===== src/rtl/irq_encoder8_3.sv =====
// irq_encoder8_3: captures request rising edges into a pending vector and grants them as a
// 3-bit index over a valid/ack handshake. Define ROUND_ROBIN_EN for rotating priority.
module irq_encoder8_3 #(
    parameter real DELAY = 0.05
) (
    input  logic       clk,
    input  logic       reset_n,
    input  logic [7:0] req,
    input  logic       en,
    input  logic       ack,
    output logic [2:0] idx,
    output logic       valid,
    output logic [7:0] pending
);

    typedef enum logic {
        IDLE  = 1'b0,
        GRANT = 1'b1
    } state_t;

    state_t     state;
    state_t     state_nxt;
    logic [7:0] req_q;
    logic [7:0] rise;
    logic [7:0] clr;
    logic [7:0] pending_nxt;
    logic [2:0] sel;
    logic       load;

    // DELAY only annotates simulation timing; the synthesized encode carries no delay.
    if (DELAY < 0.0) begin : g_delay_annotation
    end

`ifdef ROUND_ROBIN_EN
    logic [2:0] last;

    function automatic logic [2:0] pick_rr(input logic [7:0] v, input logic [2:0] start);
        logic [2:0] r;
        logic [2:0] j;
        logic       found;
        r     = start;
        found = 1'b0;
        for (int k = 0; k < 8; k++) begin
            j = start + 3'(k);
            if (!found && v[j]) begin
                r     = j;
                found = 1'b1;
            end
        end
        return r;
    endfunction

    assign sel = pick_rr(pending, last + 3'd1);

    always_ff @(posedge clk or negedge reset_n) begin
        if (!reset_n) begin
            last <= 3'd7;
        end else if (load) begin
            last <= sel;
        end
    end
`else
    function automatic logic [2:0] pick_high(input logic [7:0] v);
        logic [2:0] r;
        r = 3'd0;
        for (int i = 0; i < 8; i++) begin
            if (v[i]) begin
                r = 3'(i);
            end
        end
        return r;
    endfunction

    assign sel = pick_high(pending);
`endif

    assign rise        = req & ~req_q;
    assign clr         = (ack && valid) ? (8'b1 << idx) : 8'h00;
    // New edges are OR-ed in after the clear, so a re-request during its own ack survives.
    assign pending_nxt = (pending & ~clr) | rise;
    assign valid       = (state == GRANT);

    always_comb begin
        state_nxt = state;
        load      = 1'b0;
        case (state)
            IDLE: begin
                if (en && (pending != 8'h00)) begin
                    load      = 1'b1;
                    state_nxt = GRANT;
                end
            end
            GRANT: begin
                if (ack) begin
                    state_nxt = IDLE;
                end
            end
            default: state_nxt = IDLE;
        endcase
    end

    always_ff @(posedge clk or negedge reset_n) begin
        if (!reset_n) begin
            state   <= IDLE;
            req_q   <= 8'h00;
            pending <= 8'h00;
            idx     <= 3'd0;
        end else begin
            state   <= state_nxt;
            req_q   <= req;
            pending <= pending_nxt;
            if (load) begin
                idx <= sel;
            end
        end
    end

endmodule


===== config.mk =====
export PLATFORM = sky130hd
export DESIGN_NAME = irq_encoder8_3
export DESIGN_NICKNAME = d
export VERILOG_FILES = /design/src/rtl/irq_encoder8_3.sv
export SDC_FILE = /design/constraint.sdc
export NUM_CORES = 1
export LEC_CHECK = 0
export ABC_AREA = 1
export ABC_CLOCK_PERIOD_IN_PS = 1150
export BUFFER_PORTS_ARGS = -buffer_cell sky130_fd_sc_hd__buf_2
export CORE_MARGIN = 2
export CORE_UTILIZATION = 35
export DETAILED_ROUTE_END_ITERATION = 8
export PLACE_DENSITY = 0.63
export SLEW_MARGIN = 20
export SYNTH_ARGS = -nofsm -noshare
export SYNTH_HDL_FRONTEND = slang
export SYNTH_SLANG_ARGS = --single-unit

===== constraint.sdc =====
create_clock -name clk -period 1.15 [get_ports clk]
set_input_delay 0.115 -clock clk [delete_from_list [all_inputs] [get_ports clk]]
set_output_delay 0.115 -clock clk [all_outputs]
set_load 0.05 [all_outputs]

Word level (Yosys, flattened, before mapping)
Cells that the tools add are included.
{ "totals": {"out_inout_bits": 12, "word_cells": 26, "inputBits": 12, "reg_bits": 20} }
{ "op_classes": {"n_reduce_logical": 3, "n_bitwise": 6, "n_shift": 1, "muxes": 12} }
{ "op_table": {"columns": ["operator", "n"], "rows": [
  ["8-bit AND", 2],
  ["8-bit NOT", 2],
  ["3-bit 2-to-1 mux", 4],
  ["8-bit 2-to-1 mux", 1],
  ["8-bit OR", 1],
  ["8-bit nonzero test", 1],
  ["1-bit by 3-bit left shift with 8-bit output (first input constant)", 1],
  ["1-bit 2-to-1 mux", 4],
  ["2-bit 2-to-1 mux", 2],
  ["1-bit logical AND", 2],
  ["1-bit one-hot mux with 2 select lines", 1],
  ["1-bit NOT", 1]
]} }

Depth between registers and ports, before layout
{ "logic_depth": {"depth_word": 7, "ltp_mapped": 9, "mapped_depth_nobuf": 9} }

Worst setup path after synthesis
Ideal clock, no wire load.
{ "synth_path": {"path_type": "register to register", "start": "register pending[7]", "end": "register idx[1]", "arrival_time_ps": 1195, "t_required_ps": 1076, "setup_slack_ps": -119, "synth_period_minus_slack_ps": 1269, "path_buffers": 0, "stages_incl_launch_ff": 7, "path_cell_list": "dfrtp_1 -> inv_1 -> nand3_2 -> nor2_2 -> nor2_2 -> nand2_1 -> o21ai_2"} }
{ "synth_between": {"elab_chain_cells": 4} }
{ "synth_lines": {"columns": ["item", "line", "source"], "rows": [
  ["start, declared", "13", "output logic [7:0] pending"],
  ["start signal, assigned", "111", "pending <= pending_nxt;"],
  ["8-bit nonzero test", "88", "if (en && (pending != 8'h00)) begin"],
  ["1-bit logical AND", "88", null],
  ["1-bit 2-to-1 mux", "88", null],
  ["1-bit 2-to-1 mux", "86", "case (state)"],
  ["end signal, assigned", "113", "idx <= sel;"],
  ["end, declared", "11", "output logic [2:0] idx,"]
]} }
Parallel ways exist; a longest one is shown, timed or not.
A chain may end at the register's enable or synchronous reset.

Worst setup path after layout
{ "layout_path": {"start": "register pending[5]", "end": "register idx[1]"} }
The elaborated chain is that of the path after synthesis.

==> impl_metrics.py <==
metrics = {
    "clocking": {
        "cts_buffer_depth": 2,
        "cts_made_buffers": 3,
        "clock-root-buffer": "clkbuf_4",
        "path_clk_slew_ns": 0.12,
        "h-tree-depth": 1,
        "cts_sinks": 20,
        "post_cts_buffers": 0,
        "cts_tree": "yes",
        "clk_latency_ns": 0.30,
    },
    "status": {
        "status": "finished clean",
    },
    "floorplan": {
        "core-area_sq_um": 2190,
        "chipHeight_um": 51.7,
        "ioPinCount": 24,
        "initial_utilization": 0.364,
        "die_area_sq_um": 2670,
        "placementRows": 17,
        "die_x_um": 51.7,
    },
    "layout": {
        "nets": 134,
        "n_antenna_cell": 0,
        "seq_area_sq_um": 514,
        "fin_util": 0.525,
        "final.fill_count": 209,
        "drive_gt1_frac": 0.397,
        "multiInputGateArea_sq_um": 265,
        "stdcell_area_sq_um": 1150,
        "area_delta_synth_final_pct": 44.4,
    },
    "routing": {
        "first_iter_violations": 11,
        "via_per_inst": 4.58,
        "wl_per_cell_um": 10.8,
        "routed_wl_mm": 1.61,
        "drt-pass1-iter-count": 4,
        "vias": 683,
        "postRouteAntennaNets": 0,
        "drc": 0,
    },
    "place": {
        "io_buffers": 23,
        "place_congestion": 0.852,
        "placed_area_sq_um": 961,
        "dpl.hpwl_mm": 1.13,
        "dpl_worst_slack_ns": 0.0809,
    },
    "critical_path": {
        "arrival_ns": 1.31,
        "critPathMaxStageDelay_ns": 0.45,
        "end_kind": "flip-flop",
        "path_max_fanout": 4,
        "worstSetupPathType": "reg -> reg",
        "worstPathRequired_ns": 1.35,
        "crit_slowest_cell": "dfrtp_2",
        "cp_cell_sequence": "nor2_4 > nand3_4 > nor2_4 > nor2_2 > nand2_1 > o21ai_2",
        "path_common_cell": "nor2_4",
        "start_kind": "flip-flop",
    },
    "timing": {
        "setup_viol": 0,
        "clock_skew_ns": 0.00577,
        "max_freq_ghz": 0.905,
        "layout_min_cycle_time_ns": 1.10,
        "hold_viol_final": 0,
        "finalCritPeriodShare": 0.961,
        "worst-slew-pin-transition_ns": 0.437,
        "final.setup.worst_slack_ns": 0.0453,
        "rsz0062_at_grt": "yes",
        "relSlewSlack": 0.708,
        "slew_violations": 0,
    },
    "logic_synthesis": {
        "synth_warnings": 0,
        "syn-instance-count": 84,
        "synth-seq-area-share": 0.628,
        "syn_avg_cell_area_sq_um": 9.49,
        "netlist_top_cells_count": "dfrtp_1, nand2_1, inv_1, o21ai_1",
        "synthFlopType": "dfrtp_1",
        "synth_area_sq_um": 797,
        "synth_seq_cells": 20,
        "synth_edf_count": 0,
        "yosysUniqueCellTypes": 14,
        "ys_async_sr_fraction": 1.00,
        "synth_top_area_share": 0.628,
        "synth_nets": 96,
        "synth.most_common_cell": "dfrtp_1",
        "synth_area_leaders": "dfrtp_1, o21ai_1, nand2_1, inv_1, nor2_2",
        "yosys.area.top_type": "dfrtp_1",
    },
    "global_route": {
        "grt_antenna_before_repair": 0,
        "first_global_vias": 676,
        "overflow": 0,
        "grt_pass1_wl_mm": 2.62,
        "grt_usage": 0.132,
        "grt_max_degree": 21,
    },
    "pwr": {
        "powerDensity_nw_per_um2": 1780,
        "vdd_drop_max_uv": 1080,
        "p_leak_nw": 0.535,
    },
    "run": {
        "drv_cap": 0,
    },
    "min_path": {
        "hold_path_class": "in -> reg",
    },
}
==> state kept, by name, indices dropped and copies added, names as in the netlist <==
register	cells
valid	1
pending	8
idx	3
req_q	8
==> where the power goes <==
part / leakage [nW] / switching [mW] / internal [mW]
logic: 0.300 / 0.428 / 0.168
clock network: 0.0279 / 0.217 / 0.352
registers: 0.207 / 0.0827 / 0.798
==> layout make-up <==
type	count	share of cell area
Sequential cell	20	0.447
Multi-Input combinational cell	47	0.230
Timing Repair Buffer	33	0.191
Inverter	17	0.0554
Tap cell	28	0.0304
Clock inverter	1	0.0261
Clock buffer	3	0.0196
==> per-layer routing <==
layer / global-route usage / routed length [um] / up-vias
met3: 0.0230 / 67 / 3
met4: 0.0921 / 21 / 0
met1: 0.145 / 681 / 327
met2: 0.231 / 838 / 17
li1: - / - / 336
met5: 0 / 0 / -
==> cells by family (layout without fill, tap and decap cells) <==
kind of cell    after synthesis  after routing  synth area share
flops                        20             20             0.628
buf+inv                      17             54            0.0800
compound gates               20             20             0.138
simple gates                 27             27             0.154
==> cell usage in the layout (no fill, tap or decap) <==
cell type	instances
buf_2	21
buf_4	1
bufinv_16	1
clkbuf_4	4
clkinv_1	1
dfrtp_1	9
dfrtp_2	11
dlygate4sd3_1	10
inv_1	14
inv_2	2
nand2_1	18
nand3_1	2
nand3_2	1
nand3_4	1
nand3b_1	1
nor2_2	2
nor2_4	2
o21ai_0	3
o21ai_1	15
o21ai_2	1
o21bai_4	1
==> path summary, 6_finish.rpt <==
path | slack [ns] | cells past startpoint | to | start
min reg2reg | 0.41 | 1 | pending[0] | req_q[0]
min in group asynchronous | 0.27 | 2 | req_q[7] | reset_n
max | 0.05 | 6 | idx[1] | pending[5]
max reg2reg | 0.05 | 6 | idx[1] | pending[5]
max in group asynchronous | 0.55 | 2 | pending[0] | reset_n
min | 0.21 | 5 | idx[0] | en
==> per-stage QoR <==
step / std cells / hold WS [ns] / power (mW) / setup TNS, ns
final: 149 / 0.210 / 2.05 / 0
after global routing: 149 / 0.214 / 2.15 / -0.0814
after CTS: 149 / 0.173 / 2.04 / 0
after detailed placement: 135 / 0.0850 / 1.44 / 0
after global placement: 135 / 0.0794 / 1.43 / 0
after floorplan: 84 / -0.181 / 1.28 / 0
==> what timing repair did <==
item,4_1_cts,5_1_grt
resized for setup,1,8
hold buffers,10,0
pin swaps,0,4
endpoints found under the setup margin,1,4
endpoints found under the hold margin,29,0
==> worst max-delay path: cells and delay by family, from the launching register on <==
kind,cells,cell delay (ns)
AOI/OAI and AO/OA,1,0.05
DFF,1,0.45
and+or+nand+nor,5,0.52
No activity file was read; power rests on OpenSTA's default activity.
